**config.mk**
```make
export PLATFORM = sky130hd
export DESIGN_NAME = pipelined_if_fetch
export DESIGN_NICKNAME = d
export VERILOG_FILES = /design/src/rtl/pipelined_if_fetch.sv
export SDC_FILE = /design/constraint.sdc
export NUM_CORES = 1
export LEC_CHECK = 0
export ABC_CLOCK_PERIOD_IN_PS = 5900
export CAP_MARGIN = 40
export CORE_UTILIZATION = 35
export CTS_BUF_LIST = sky130_fd_sc_hd__clkbuf_8
export DETAILED_ROUTE_END_ITERATION = 8
export GPL_TIMING_DRIVEN = 0
export HOLD_SLACK_MARGIN = 0.05
export MAX_ROUTING_LAYER = met4
export PLACE_DENSITY = 0.7
export SLEW_MARGIN = 20
export SYNTH_ARGS = -nofsm -noshare
export SYNTH_HDL_FRONTEND = slang
export SYNTH_SLANG_ARGS = --single-unit
```
**constraint.sdc**
```tcl
create_clock -name Clk -period 5.9 [get_ports Clk]
set_input_delay 1.18 -clock Clk [delete_from_list [all_inputs] [get_ports Clk]]
set_output_delay 1.18 -clock Clk [all_outputs]
set_load 0.01 [all_outputs]
```
**src/rtl/pipelined_if_fetch.sv**
```systemverilog
// Instruction-fetch stage feeding the IF/ID register: owns the PC, talks to a
// variable-latency instruction memory and applies ID redirects.
module pipelined_if_fetch #(
    parameter logic [31:0] RESET_PC = 32'h0000_0000
) (
    input  logic        Clk,
    input  logic        Clr,
    input  logic        wpcir,
    input  logic [1:0]  Pcsource,
    input  logic [31:0] Bpc,
    input  logic [31:0] Rpc,
    input  logic [31:0] Jpc,
    output logic        Imem_Req,
    output logic [31:0] Imem_Addr,
    input  logic        Imem_Ack,
    input  logic [31:0] Imem_Data,
    output logic [31:0] PC_plus4,
    output logic [31:0] IF_Inst,
    output logic        IF_Valid
);

    typedef enum logic [1:0] {
        FETCH = 2'd0,
        HOLD  = 2'd1,
        DROP  = 2'd2
    } state_t;

    state_t      state;
    logic [31:0] pc;
    logic [31:0] pend_pc;
    logic [31:0] inst_buf;

    logic [31:0] target;
    logic [31:0] seq_pc;
    logic        redirect;
    logic        ack;

    always_comb begin
        // NOTE: default assignment first, so every path assigns target and no latch is inferred.
        target = Bpc;
        case (Pcsource)
            2'b10:   target = Rpc;
            2'b11:   target = Jpc;
            default: target = Bpc;
        endcase
    end

    assign seq_pc   = pc + 32'd4;
    assign redirect = wpcir && (Pcsource != 2'b00);
    assign ack      = Imem_Req && Imem_Ack;

    // Reset gates the request and valid immediately, independent of the clock.
    assign Imem_Req  = !Clr && (state != HOLD);
    assign Imem_Addr = pc;
    assign PC_plus4  = seq_pc;
    assign IF_Inst   = (state == HOLD) ? inst_buf : Imem_Data;
    assign IF_Valid  = !Clr && ((state == HOLD) || ((state == FETCH) && Imem_Ack));

    // NOTE: all state is updated with non-blocking assignments so every register samples pre-edge values.
    always_ff @(posedge Clk or posedge Clr) begin
        if (Clr) begin
            state    <= FETCH;
            pc       <= RESET_PC;
            pend_pc  <= 32'd0;
            inst_buf <= 32'd0;
        end else begin
            case (state)
                FETCH: begin
                    if (ack) begin
                        if (wpcir) begin
                            pc <= redirect ? target : seq_pc;
                        end else begin
                            inst_buf <= Imem_Data;
                            state    <= HOLD;
                        end
                    end else if (redirect) begin
                        pend_pc <= target;
                        state   <= DROP;
                    end
                end
                HOLD: begin
                    if (wpcir) begin
                        pc    <= redirect ? target : seq_pc;
                        state <= FETCH;
                    end
                end
                DROP: begin
                    // The wrong-path request must complete before the target can be issued.
                    if (ack) begin
                        pc    <= redirect ? target : pend_pc;
                        state <= FETCH;
                    end else if (redirect) begin
                        pend_pc <= target;
                    end
                end
                default: state <= FETCH;
            endcase
        end
    end

endmodule

```
==> results.json <==
{
  "start_util": 0.3586,
  "synth_area_um2": 6225,
  "synth_top_area_share": 0.3940,
  "max_clock_freq_mhz": 239.4,
  "dp.cells": 1136,
  "cp_slowest_cell": "clkdlybuf4s50_1",
  "cts_inserted_buffers": 9,
  "clk_pin_slew_ns": 0.11,
  "synth_xor_area_frac": 0.03940,
  "track_usage": 0.2539,
  "power.total_mw": 2.903,
  "fillerInstances": 1640,
  "post_cts_resize_count": 0,
  "synth.most_common_cell": "dfrtp_1",
  "cp_cell_sequence": "clkbuf_1 -> nand3_1 -> nor4_2 -> nand3_1 -> xnor2_1 -> clkdlybuf4s50_1",
  "tightest_slew_ns": 0.7365,
  "synthTopCellsByCount": "dfrtp_1 (98), nand2_1 (92), o21ai_0 (80)",
  "yosysWarnings": 0,
  "setup_violations": 0,
  "cts_tree": "built",
  "grt_pass1_wl_um": 34380,
  "final.min_clock_period_ns": 4.177,
  "synth_top_cell_by_area": "dfrtp_1",
  "fin_nets": 1057,
  "vias": 6318,
  "drtAntennaViolNets": 0,
  "slew_violations": 0,
  "clockBufferDepth": 2,
  "antenna_found_initial": 0,
  "vias_per_cell": 5.484,
  "synth_top_family_by_area": "simple AND/OR/NAND/NOR gates",
  "finalCritPeriodShare": 0.7080,
  "p_leak_nw": 3.673,
  "post-place-ws_ns": 2.162,
  "cp_max_fo": 9,
  "crit_required_ns": 4.72,
  "muxShareOfSynthArea": 0.1797,
  "rsz0062_at_grt": "false",
  "wl_um": 22290,
  "grt_max_degree": 58,
  "cts_setup_buffers": 0,
  "synth-simple-area-share": 0.1895,
  "place.gp.congestion": 0.8888,
  "hold_buffers": 0,
  "synth_compound_area_frac": 0.1542,
  "end_kind": "output pin",
  "maxCapViolCount": 0,
  "die-area_um2": 18320,
  "ys.flop_type": "dfrtp_1",
  "vdd_drop_max_mv": 0.1732,
  "synthCells": 680,
  "io_buffers": 230,
  "synth_cell_types": 57,
  "slew_headroom": 0.5090,
  "avgSynthCellArea_um2": 9.154,
  "dr.pass1.iters": 5,
  "fin_tns_setup_ns": 0,
  "placed_area_um2": 8841,
  "synth_nets": 815,
  "h-tree-depth": 3,
  "synth_seq_cells": 98,
  "ys_seq_area_frac": 0.3940,
  "synthAdderAreaFrac": 0.002010,
  "async_reset_ff_frac": 1.000,
  "antennaDiodeCount": 0,
  "instances_no_fill": 1152,
  "drive_gt1_frac": 0.1294,
  "rows": 48,
  "die_h_um": 135.4,
  "skew_ns": 0.01261,
  "synth_edf_count": 0,
  "core_um2": 17360,
  "overflow": 0,
  "finalHoldViolCount": 0,
  "io_pins": 232,
  "synth_area_leaders": "dfrtp_1 (39%), mux2_2 (13%), o21ai_0 (6.4%)",
  "root_buffer": "clkbuf_8",
  "final_area_um2": 9081,
  "outcome": "complete, no violations",
  "power_density_nw_per_um2": 319.7,
  "cpPeakStageDelay_ns": 0.56,
  "die_w_um": 135.4,
  "drc": 0,
  "syn2layout_area_growth_pct": 45.89,
  "cpMostUsedCell": "nand3_1",
  "grt_pass1_vias": 6223,
  "dp_hpwl_um": 16800,
  "crit_type": "reg2out",
  "setup_ws_ns": 1.723,
  "worstSetupStartpointType": "register",
  "drt_iter0_drc": 720,
  "cts.sinks": 98,
  "arrival_ns": 3.00,
  "clock_latency_ns": 0.39,
  "hold_class": "reg2reg",
  "post_drt_wl_per_cell_um": 19.35
}
[through the flow]
stage	util	hold WS, ns
floorplan	-	0.4447
global placement	0.5075	0.4565
detailed placement	0.5094	0.4663
CTS	0.5232	0.4891
global route	0.5232	0.5159
finish	0.5232	0.4874
[sequential cells by signal, summed over array words and instances, names as in the netlist]
name,flops
pend_pc,32
state,2
Imem_Addr,32
inst_buf,32
[metal layers]
layer  vias to the layer above  wire length (um)  global-route usage
met5                         -                 0                   -
met4                         0               643             0.09301
met3                        46              1674             0.03442
met2                       316             10570              0.4023
met1                      3016              9404              0.3303
li1                       2940                 -                   -
[power by group]
group | switching (mW) | internal (mW) | leakage (nW)
Combinational | 0.576 | 0.702 | 2.38
Clock | 0.265 | 0.282 | 0.120
Sequential | 0.210 | 0.869 | 1.17
Total | 1.05 | 1.85 | 3.67
[cells in the final DEF (no fill, tap or decap), drive strengths merged, types with 5 or more instances in the layout]
cell           Yosys  routed
clkbuf            31      40
mux2i             33      33
or3                7       7
nor3              11      11
xnor2             20      20
clkdlybuf4s50      0     230
and3               7       7
mux2              70      70
a31oi              5       5
a21oi             17      17
nand3             33      33
buf               25      26
xor2               8       8
and4               5       5
a211o              5       5
o21ai             81      81
dfrtp             98      98
a21o               6       6
nand2             92      92
a32o              11      11
nor2              48      48
nand4             20      20
[layout make-up]
class,instances,area (um2),share of cell area
plain buffers,56,245.2,0.02700
clock buffers,9,123.9,0.01364
clock inverters,7,116.4,0.01281
inverters,3,16.27,0.001791
multi-input cells,523,3516,0.3872
flip-flops and latches,98,2452,0.2700
well taps,225,281.5,0.03100
repair buffers,231,2330,0.2565
[cell families after synthesis]
| kind of cell | count (synthesis) |
|---|---|
| buf+inv | 59 |
| fa+ha+maj | 1 |
| xor+xnor | 28 |
| flops | 98 |
| simple gates | 237 |
| compound gates | 154 |
| mux | 103 |
[worst max-delay path, delay by kind of cell (launching register included)]
kind / cells / cell delay [ns]
XOR/XNOR: 1 / 0.21
buffers and inverters: 2 / 0.97
flip-flops: 1 / 0.35
AND/OR/NAND/NOR: 3 / 1.09
[worst paths after layout]
kind,depth (start not counted),slack (ns),to,startpoint
worst max-delay path,6,1.72,PC_plus4[30],Imem_Addr[10]
worst min-delay path,1,0.49,pend_pc[13],pend_pc[13]
worst max register to register,6,3.54,Imem_Addr[30],Imem_Addr[10]
worst min register to register,1,0.49,pend_pc[13],pend_pc[13]
max in group asynchronous,3,3.97,Imem_Addr[12],Clr
min in group asynchronous,2,1.30,inst_buf[10],Clr
No activity file was read; power rests on OpenSTA's default activity.
